**src/rtl/mem_lsu_pkg.sv**
```systemverilog
// mem_lsu_pkg: shared definitions for the load/store unit.
//   - API address/data widths
//   - request size encodings (byte/half/word/illegal)
//   - LSU FSM state encodings
//   - helpers: alignment/legality check, last store beat index, lane one-hot mask
package mem_lsu_pkg;

   localparam int unsigned ApiAddrWidth = 32;
   localparam int unsigned ApiDataWidth = 32;

   typedef enum logic [1:0] {
      LsuSizeB = 2'b00,
      LsuSizeH = 2'b01,
      LsuSizeW = 2'b10,
      LsuSizeX = 2'b11
   } lsu_size_e;

   typedef enum logic [1:0] {
      LsuIdle  = 2'b00,
      LsuStore = 2'b01,
      LsuLoad  = 2'b10,
      LsuResp  = 2'b11
   } lsu_state_e;

   // Misaligned half/word or the reserved size encoding.
   function automatic logic lsu_req_bad(input logic [1:0] size, input logic [1:0] offset);
      logic bad;
      case (size)
         LsuSizeB: bad = 1'b0;
         LsuSizeH: bad = offset[0];
         LsuSizeW: bad = (offset != 2'b00);
         default:  bad = 1'b1;
      endcase
      return bad;
   endfunction

   // Index of the final one-byte store beat (N-1 for N = 1/2/4).
   function automatic logic [1:0] lsu_last_beat(input logic [1:0] size);
      logic [1:0] last;
      case (size)
         LsuSizeB: last = 2'd0;
         LsuSizeH: last = 2'd1;
         default:  last = 2'd3;
      endcase
      return last;
   endfunction

   function automatic logic [3:0] lsu_lane_mask(input logic [1:0] lane);
      logic [3:0] mask;
      mask = 4'b0001 << lane;
      return mask;
   endfunction

endpackage

```
**src/rtl/mem_load_extend.sv**
```systemverilog
// mem_load_extend: combinational load-data extraction and extension.
//   word_i     - full 32-bit RAM word
//   offset_i   - byte address bits [1:0]
//   size_i     - 00 byte, 01 half, 10 word
//   unsigned_i - zero-extend byte/half results (ignored for word)
//   result_o   - right-justified, extended load result
module mem_load_extend
   import mem_lsu_pkg::*;
(
   input  logic [ApiDataWidth-1:0] word_i,
   input  logic [1:0]              offset_i,
   input  logic [1:0]              size_i,
   input  logic                    unsigned_i,
   output logic [ApiDataWidth-1:0] result_o
);

   logic [7:0]  byte_sel;
   logic [15:0] half_sel;
   logic        sign_bit;

   always_comb begin
      byte_sel = word_i[{offset_i, 3'b000} +: 8];
      half_sel = offset_i[1] ? word_i[31:16] : word_i[15:0];
      sign_bit = 1'b0;
      result_o = word_i;
      case (size_i)
         LsuSizeB: begin
            sign_bit = byte_sel[7] & ~unsigned_i;
            result_o = {{24{sign_bit}}, byte_sel};
         end
         LsuSizeH: begin
            sign_bit = half_sel[15] & ~unsigned_i;
            result_o = {{16{sign_bit}}, half_sel};
         end
         default: result_o = word_i;
      endcase
   end

endmodule

```
**src/rtl/mem_lsu.sv**
```systemverilog
// mem_lsu: load/store unit between the execute stage and mem_RAM.
// One request in flight. Stores are split into one-byte-lane beats because the RAM
// writes data_in[7:0] into every enabled lane; loads are lane-extracted and extended.
// Misaligned or illegal requests answer with an error and never touch the RAM.
//   clk, reset_n              - clock, asynchronous active-low reset
//   req_valid_i / req_ready_o - request handshake (accepted in IDLE only)
//   req_we_i, req_size_i, req_unsigned_i, req_addr_i, req_wdata_i - request fields
//   resp_valid_o              - one-cycle completion pulse
//   resp_rdata_o, resp_err_o  - load result / error flag, valid with resp_valid_o
//   ram_en_o, ram_address_o, ram_data_o, ram_wr_mask_o - RAM drive (all registered)
//   ram_data_i                - RAM read data
module mem_lsu
   import mem_lsu_pkg::*;
(
   input  logic                    clk,
   input  logic                    reset_n,
   input  logic                    req_valid_i,
   output logic                    req_ready_o,
   input  logic                    req_we_i,
   input  logic [1:0]              req_size_i,
   input  logic                    req_unsigned_i,
   input  logic [ApiAddrWidth-1:0] req_addr_i,
   input  logic [ApiDataWidth-1:0] req_wdata_i,
   output logic                    resp_valid_o,
   output logic [ApiDataWidth-1:0] resp_rdata_o,
   output logic                    resp_err_o,
   output logic                    ram_en_o,
   output logic [ApiAddrWidth-1:0] ram_address_o,
   output logic [ApiDataWidth-1:0] ram_data_o,
   output logic [3:0]              ram_wr_mask_o,
   input  logic [ApiDataWidth-1:0] ram_data_i
);

   lsu_state_e              state_q;
   logic [ApiAddrWidth-1:0] addr_q;
   logic [ApiDataWidth-1:0] wdata_q;
   logic [1:0]              size_q;
   logic                    unsigned_q;
   logic                    we_q;
   logic [1:0]              lane_q;
   logic [1:0]              beat_q;

   logic                    ready_q;
   logic                    resp_valid_q;
   logic                    resp_err_q;
   logic [ApiDataWidth-1:0] rdata_q;
   logic                    ram_en_q;
   logic [ApiAddrWidth-1:0] ram_addr_q;
   logic [ApiDataWidth-1:0] ram_data_q;
   logic [3:0]              ram_mask_q;

   logic                    req_bad;
   logic [1:0]              next_lane;
   logic [1:0]              next_beat;
   logic [7:0]              next_byte;
   logic [ApiDataWidth-1:0] load_ext;

   mem_load_extend u_load_extend (
      .word_i     (ram_data_i),
      .offset_i   (addr_q[1:0]),
      .size_i     (size_q),
      .unsigned_i (unsigned_q),
      .result_o   (load_ext)
   );

   always_comb begin
      req_bad   = lsu_req_bad(req_size_i, req_addr_i[1:0]);
      next_lane = lane_q + 2'd1;
      next_beat = beat_q + 2'd1;
      next_byte = wdata_q[{next_beat, 3'b000} +: 8];
   end

   // Every output is a flop loaded one cycle ahead, so each RAM beat is held stable for
   // a full cycle (seen by the RAM at the negedge and again at the following posedge).
   always_ff @(posedge clk or negedge reset_n) begin
      if (!reset_n) begin
         state_q      <= LsuIdle;
         addr_q       <= '0;
         wdata_q      <= '0;
         size_q       <= 2'b00;
         unsigned_q   <= 1'b0;
         we_q         <= 1'b0;
         lane_q       <= 2'd0;
         beat_q       <= 2'd0;
         ready_q      <= 1'b1;
         resp_valid_q <= 1'b0;
         resp_err_q   <= 1'b0;
         rdata_q      <= '0;
         ram_en_q     <= 1'b0;
         ram_addr_q   <= '0;
         ram_data_q   <= '0;
         ram_mask_q   <= 4'b0000;
      end else begin
         unique case (state_q)
            LsuIdle: begin
               if (req_valid_i && ready_q) begin
                  addr_q     <= req_addr_i;
                  wdata_q    <= req_wdata_i;
                  size_q     <= req_size_i;
                  unsigned_q <= req_unsigned_i;
                  we_q       <= req_we_i;
                  lane_q     <= req_addr_i[1:0];
                  beat_q     <= 2'd0;
                  ready_q    <= 1'b0;
                  rdata_q    <= '0;
                  if (req_bad) begin
                     state_q      <= LsuResp;
                     resp_valid_q <= 1'b1;
                     resp_err_q   <= 1'b1;
                  end else begin
                     ram_en_q   <= 1'b1;
                     ram_addr_q <= {req_addr_i[ApiAddrWidth-1:2], 2'b00};
                     if (req_we_i) begin
                        // First beat goes out right away: byte 0 into lane addr[1:0].
                        state_q    <= LsuStore;
                        ram_mask_q <= lsu_lane_mask(req_addr_i[1:0]);
                        ram_data_q <= {24'h0, req_wdata_i[7:0]};
                     end else begin
                        state_q    <= LsuLoad;
                        ram_mask_q <= 4'b0000;
                        ram_data_q <= '0;
                     end
                  end
               end
            end

            LsuStore: begin
               if (beat_q == lsu_last_beat(size_q)) begin
                  state_q      <= LsuResp;
                  resp_valid_q <= 1'b1;
                  ram_en_q     <= 1'b0;
                  ram_addr_q   <= '0;
                  ram_data_q   <= '0;
                  ram_mask_q   <= 4'b0000;
               end else begin
                  beat_q     <= next_beat;
                  lane_q     <= next_lane;
                  ram_addr_q <= {addr_q[ApiAddrWidth-1:2], 2'b00};
                  ram_mask_q <= lsu_lane_mask(next_lane);
                  ram_data_q <= {24'h0, next_byte};
               end
            end

            LsuLoad: begin
               if (!we_q) begin
                  rdata_q <= load_ext;
               end
               state_q      <= LsuResp;
               resp_valid_q <= 1'b1;
               ram_en_q     <= 1'b0;
               ram_addr_q   <= '0;
               ram_data_q   <= '0;
               ram_mask_q   <= 4'b0000;
            end

            LsuResp: begin
               state_q      <= LsuIdle;
               resp_valid_q <= 1'b0;
               resp_err_q   <= 1'b0;
               rdata_q      <= '0;
               ready_q      <= 1'b1;
            end

            default: state_q <= LsuIdle;
         endcase
      end
   end

   assign req_ready_o   = ready_q;
   assign resp_valid_o  = resp_valid_q;
   assign resp_err_o    = resp_err_q;
   assign resp_rdata_o  = rdata_q;
   assign ram_en_o      = ram_en_q;
   assign ram_address_o = ram_addr_q;
   assign ram_data_o    = ram_data_q;
   assign ram_wr_mask_o = ram_mask_q;

endmodule

```
**config.mk**
```make
export PLATFORM = sky130hd
export DESIGN_NAME = mem_lsu
export DESIGN_NICKNAME = d
export VERILOG_FILES = /design/src/rtl/mem_lsu_pkg.sv /design/src/rtl/mem_load_extend.sv /design/src/rtl/mem_lsu.sv
export SDC_FILE = /design/constraint.sdc
export NUM_CORES = 1
export LEC_CHECK = 0
export BUFFER_PORTS_ARGS = -buffer_cell sky130_fd_sc_hd__buf_2
export CORE_MARGIN = 5
export CORE_UTILIZATION = 48
export DETAILED_ROUTE_END_ITERATION = 10
export HOLD_SLACK_MARGIN = 0.06
export PLACE_DENSITY = 0.74
export SETUP_SLACK_MARGIN = 0.02
export SYNTH_ARGS = -nofsm -noshare
export SYNTH_HDL_FRONTEND = slang
export SYNTH_SLANG_ARGS = --single-unit
```
**constraint.sdc**
```tcl
create_clock -name clk -period 2.8 [get_ports clk]
set_input_delay 0.56 -clock clk [delete_from_list [all_inputs] [get_ports clk]]
set_output_delay 0.56 -clock clk [all_outputs]
set_load 0.03 [all_outputs]
```
Word-level counts from Yosys, hierarchy flattened
Cells that the tools add are included.
{ "totals": {"reg_bits": 178, "inputBits": 103, "output_inout_bits": 104, "elab_cells": 100} }
{ "classes": {"add_sub_neg": 2, "n_eq_ne": 13, "n_shift": 4, "mux": 44, "n_bitwise": 3, "n_reduce_logical": 18} }
{ "op_table": {"columns": ["op", "n"], "rows": [
  ["$pmux W32 S3", 3],
  ["$mux W32", 7],
  ["$pmux W32 S2", 1],
  ["$shiftx A32 B6 Y8", 2],
  ["$mux W2", 9],
  ["$mux W16", 1],
  ["$mux W4", 4],
  ["$mux W8", 2],
  ["$reduce_and A3 Y1", 5],
  ["$ne A2 B2 Y1 const B", 6],
  ["$pmux W2 S2", 3],
  ["$pmux W4 S3", 1],
  ["$pmux W2 S4", 1],
  ["$shl A1 B2 Y4 const A", 2],
  ["$mux W1", 7],
  ["$eq A2 B1 Y1 const B", 3],
  ["$eq A2 B2 Y1 const B", 3],
  ["$logic_not A2 Y1", 3],
  ["$pmux W1 S3", 2],
  ["$reduce_and A2 Y1", 3],
  ["$reduce_bool A2 Y1", 3],
  ["$reduce_bool A3 Y1", 2],
  ["$add A2 B1 Y2 const B", 2],
  ["$pmux W1 S2", 2],
  ["other kinds (6)", 7]
]} }

Logic depth before layout (Yosys ltp)
{ "depth": {"ltp_word": 6, "mapped_depth": 9, "ltp_nobuf": 6} }

Modules after synthesis
A second synthesis with hierarchy kept.
{ "hier_totals": {"hier_cells": 853, "area_unflattened_um2": 7591.0} }
{ "modules_own_cells": {"columns": ["module", "n_inst", "cells_each", "area_each_um2", "seq_area_each_um2"], "rows": [
  ["mem_lsu", 1, 731, 6896.6, 3804.9],
  ["mem_load_extend", 1, 122, 694.4, 0.0]
]} }

Worst setup path before layout
OpenSTA, ideal clock, no wires.
{ "synth_timing": {"path_type": "register -> register", "startpoint": "reg state_q[0]", "endpoint": "reg ram_addr_q[24] (netlist: ram_address_o[24])", "setup_ns": 0.125, "arrival_time_ns": 2.012, "required_time_ns": 2.675, "slack_ns": 0.663, "stages_incl_launch_ff": 8, "n_path_buf": 2, "period_less_slack_ns": 2.137, "cell_sequence": "dfrtp_1 > inv_1 > ha_1 > clkbuf_1 > nand3_1 > o22ai_1 > buf_2 > mux2_2"} }
{ "synth_via": {"elab_chain_cells": 3, "word_cells_on_any_way": 8, "classes_between": "4 x eq/ne; 1 x mux; 3 x reduce/logical"} }
{ "synth_rtl": {"columns": ["element", "line", "rtl"], "rows": [
  ["from (decl)", "mem_lsu.sv:34", "lsu_state_e state_q;"],
  ["from (signal assigned)", "mem_lsu.sv:77", "state_q <= LsuIdle;"],
  ["from (signal assigned)", "mem_lsu.sv:107", "state_q <= LsuResp;"],
  ["from (signal assigned)", "mem_lsu.sv:115", "state_q <= LsuStore;"],
  ["$eq A2 B2 Y1 (tied with other cells)", "mem_lsu.sv:94", "unique case (state_q)"],
  ["$reduce_bool A3 Y1 (no source line) or $ne A2 B2 Y1 (tied branches)", null, null],
  ["$reduce_and A3 Y1 (no source line)", null, null],
  ["to (signal assigned)", "mem_lsu.sv:112", "ram_addr_q <= {req_addr_i[ApiAddrWidth-1:2], 2'b00};"],
  ["to (signal assigned)", "mem_lsu.sv:138", "ram_addr_q <= {addr_q[ApiAddrWidth-1:2], 2'b00};"],
  ["to (decl)", "mem_lsu.sv:48", "logic [ApiAddrWidth-1:0] ram_addr_q;"]
]} }
Several ways; a longest one is shown, not always the timed one.
A chain may end at the register's enable or synchronous reset.

Final worst setup path
{ "layout_timing": {"startpoint": "reg state_q[0]", "endpoint": "reg rdata_q[31] (netlist: resp_rdata_o[31])"} }
{ "layout_via": {"elab_chain_cells": 3, "word_cells_on_any_way": 8, "classes_between": "4 x eq/ne; 1 x mux; 3 x reduce/logical"} }
{ "layout_rtl": {"columns": ["element", "line", "rtl"], "rows": [
  ["$eq A2 B2 Y1 or $logic_not A2 Y1 (tied branches)", "mem_lsu.sv:94", null],
  ["$ne A2 B2 Y1 (no source line) or $reduce_bool A3 Y1 (tied branches)", null, null],
  ["$reduce_and A3 Y1 (no source line)", null, null],
  ["to (signal assigned)", "mem_lsu.sv:146", "rdata_q <= load_ext;"],
  ["to (decl)", "mem_lsu.sv:46", "logic [ApiDataWidth-1:0] rdata_q;"]
]} }
Several ways; a longest one is shown, not always the timed one.

==> impl_metrics.env <==
export IMPL_htree_levels=4
export IMPL_cp_required_ps=3160
export IMPL_clockRootBuffer="clkbuf_16"
export IMPL_post_cts_resized=0
export IMPL_grt_pass1_wl_mm=29.9
export IMPL_r2r_slack_ps=530
export IMPL_num_rows=45
export IMPL_worst_slew_pin_slew_ps=582
export IMPL_clk_pin_slew_ps=60
export IMPL_track_usage=0.209
export IMPL_fin_skew_ps=9.71
export IMPL_antenna_left=0
export IMPL_async_reset_ff_frac=1.00
export IMPL_status="finished clean"
export IMPL_worst_path_largest_cell_delay_ps=550
export IMPL_drive_gt1_frac=0.340
export IMPL_cts_inserted_buffers=17
export IMPL_worst_hold_path_type="in2async"
export IMPL_grt_pass1_vias=5752
export IMPL_maxCapViolCount=0
export IMPL_viasPerCell=5.42
export IMPL_crit_type="reg2reg"
export IMPL_ir_drop_v=0.000694
export IMPL_insertion_delay_ps=420
export IMPL_antenna_found_initial=0
export IMPL_drt_pass1_iterations=5
export IMPL_fin_nets=987
export IMPL_die_w_um=134
export IMPL_fmax_mhz=440
export IMPL_cts_setup_buffers=0
export IMPL_postCtsHoldBufs=0
export IMPL_endpoint="resp_rdata_o[31]$_DFFE_PN0P_"
export IMPL_yosys_warnings=0
export IMPL_r2r_start="state_q[0]$_DFFE_PN0P_"
export IMPL_period_share=0.812
export IMPL_fillers=1293
export IMPL_relSlewSlack=0.611
export IMPL_finalHoldViolations=0
export IMPL_end_kind="register"
export IMPL_netlist_area_um2=7360
export IMPL_synth_ff_type="dfrtp_1"
export IMPL_synth_edf_count=0
export IMPL_grt_max_degree=56
export IMPL_wl_per_cell_um=17.1
export IMPL_synthCells=709
export IMPL_setup_violations=0
export IMPL_ios=207
export IMPL_regToRegEndpoint="resp_rdata_o[31]$_DFFE_PN0P_"
export IMPL_drtIter0Drc=366
export IMPL_startpoint="state_q[0]$_DFFE_PN0P_"
export IMPL_area_growth_pct=22.0
export IMPL_num_vias=5840
export IMPL_arrival_ps=2640
export IMPL_r2r_cells=6
export IMPL_fin_crit_ps=2270
export IMPL_power_density_nw_per_um2=1280
export IMPL_numPortBuffers=180
export IMPL_tns_ps=0
export IMPL_drt_total_wl_mm=18.5
export IMPL_cp_max_fo=16
export IMPL_gr_total_overflow=0
export IMPL_p_leak_uw=0.00468
export IMPL_cp_slowest_cell="and2_1"
export IMPL_ctsLongestPathBuffers=2
export IMPL_dieArea_um2=17900
export IMPL_path_cells="inv_1, ha_1, a21bo_2, and4_1, and2_1, a221o_2"
export IMPL_drc_errors=0
export IMPL_seq_area_frac_synth=0.517
export IMPL_place_hpwl_mm=12.8
export IMPL_cts_sinks=152
export IMPL_cts_tree="done"
export IMPL_syn_area_per_cell_um2=10.4
export IMPL_finalMaxSlewViolations=0
export IMPL_die_h_um=134
export IMPL_rsz0062_at_grt="no"
export IMPL_core_um2=15100
export IMPL_start_kind="register"
export IMPL_ys_ff_latch=152
export IMPL_total_power_uw=11500
export IMPL_gp_congestion=0.801
export IMPL_synth_cell_type_count=53
export IMPL_initial_utilization=0.486
## cell usage in the layout, fill, tap and decap left out, types with 4 or more instances in the layout
master       n
nand2_1    215
buf_2      179
dfrtp_1    151
mux2_2      42
a22o_1      40
conb_1      26
o21ai_0     21
inv_1       17
clkbuf_16   17
a221o_2     15
mux2i_1     14
a21oi_1     12
a32o_1      12
buf_4       12
nand2b_1    10
mux4_2       8
ha_1         8
nor2_1       6
or3_1        6
o211ai_1     6
buf_12       5
and2_1       4
clkinv_4     4
## final cells by class
| type | instances | area [um2] | area share |
|---|---|---|---|
| flip-flops and latches | 152 | 3800 | 0.424 |
| multi-input cells | 491 | 3200 | 0.357 |
| repair buffers | 197 | 1100 | 0.122 |
| clock buffers | 21 | 460 | 0.0513 |
| well taps | 188 | 235 | 0.0262 |
| clock inverters | 11 | 114 | 0.0127 |
| inverters | 17 | 63.8 | 0.00711 |
| diodes | 1 | 2.50 | 0.000279 |
## synthesized netlist by cell type, drive strengths merged, types with 3 or more instances
| cell | instances | area, um2 |
|---|---|---|
| dfrtp | 151 | 3780 |
| or3 | 6 | 37.5 |
| nand2b | 10 | 62.6 |
| and2 | 4 | 25.0 |
| nand3 | 4 | 20.0 |
| clkbuf | 31 | 116 |
| nor2b | 3 | 18.8 |
| o211ai | 6 | 45.0 |
| mux2 | 42 | 473 |
| mux4 | 9 | 206 |
| inv | 17 | 63.8 |
| a221o | 16 | 179 |
| nand2 | 215 | 807 |
| a32o | 13 | 131 |
| buf | 43 | 289 |
| a22o | 40 | 350 |
| a21oi | 12 | 60.1 |
| mux2i | 14 | 140 |
| a222oi | 3 | 30.0 |
| o21ai | 21 | 105 |
| nor2 | 6 | 22.5 |
| ha | 8 | 100 |
| o22ai | 4 | 25.0 |
## power by group
group / switching (uW) / internal, uW / total (uW)
Clock: 922 / 1280 / 2200
Sequential: 523 / 3130 / 3660
Combinational: 3310 / 2280 / 5590
Total: 4750 / 6700 / 11500
## layer usage
layer  up-vias  track usage  share of wire
met3        20       0.0476          0.066
met2       213        0.329           0.48
met4         0       0.0714          0.015
li1       2760            -              -
met5         -            0              0
met1      2847        0.287           0.44
## sequential cells by signal, indices dropped and copies added (netlist names), 2 cells and up
register       count
addr_q            32
resp_rdata_o      32
wdata_q           32
ram_address_o     30
ram_data_o         8
ram_wr_mask_o      4
beat_q             2
lane_q             2
size_q             2
state_q            2
## cell families (layout without fill, tap and decap cells)
kind of cell / Yosys count / count (layout) / share of synthesized area
AOI/OAI and AO/OA: 126 / 126 / 0.141
xor gates and xnor gates: 3 / 3 / 0.00357
adders and majority gates: 8 / 8 / 0.0136
buffers and inverters: 91 / 246 / 0.0637
DFF: 152 / 152 / 0.517
muxes: 65 / 65 / 0.111
other: 1 / 27 / 0.000509
and+or+nand+nor: 263 / 263 / 0.149
## critical path, delay by kind of cell, from the launching register on
| kind | cells | cell delay (ps) |
|---|---|---|
| AOI/OAI and AO/OA | 2 | 510 |
| buffers and inverters | 1 | 90 |
| DFF | 1 | 380 |
| adders and majority gates | 1 | 210 |
| and+or+nand+nor | 2 | 1020 |
## through the flow
stage	instances	setup WS, ps	util	cell area, um2	hold slack, ps
2_1_floorplan	734	663	-	7450	264
3_3_place_gp	1045	558	0.555	8400	452
3_5_place_dp	1045	544	0.555	8400	460
4_1_cts	1077	546	0.593	8980	99.4
5_1_grt	1077	381	0.593	8980	122
6_report	1078	525	0.593	8980	79.9
## worst min-delay path by stage
stage / from / endpoint / slack, ps / depth (start not counted)
floorplan: reset_n / addr_q[0]$_DFFE_PN0P_ / 260 / 0
global placement: wdata_q[4]$_DFFE_PN0P_ / wdata_q[4]$_DFFE_PN0P_ / 450 / 2
detailed placement: wdata_q[19]$_DFFE_PN0P_ / wdata_q[19]$_DFFE_PN0P_ / 460 / 2
CTS: reset_n / resp_rdata_o[12]$_DFFE_PN0P_ / 100 / 1
global route: reset_n / resp_rdata_o[13]$_DFFE_PN0P_ / 120 / 1
finish: reset_n / resp_rdata_o[13]$_DFFE_PN0P_ / 80 / 1
Note: power is estimated with default switching activity, not from simulation.
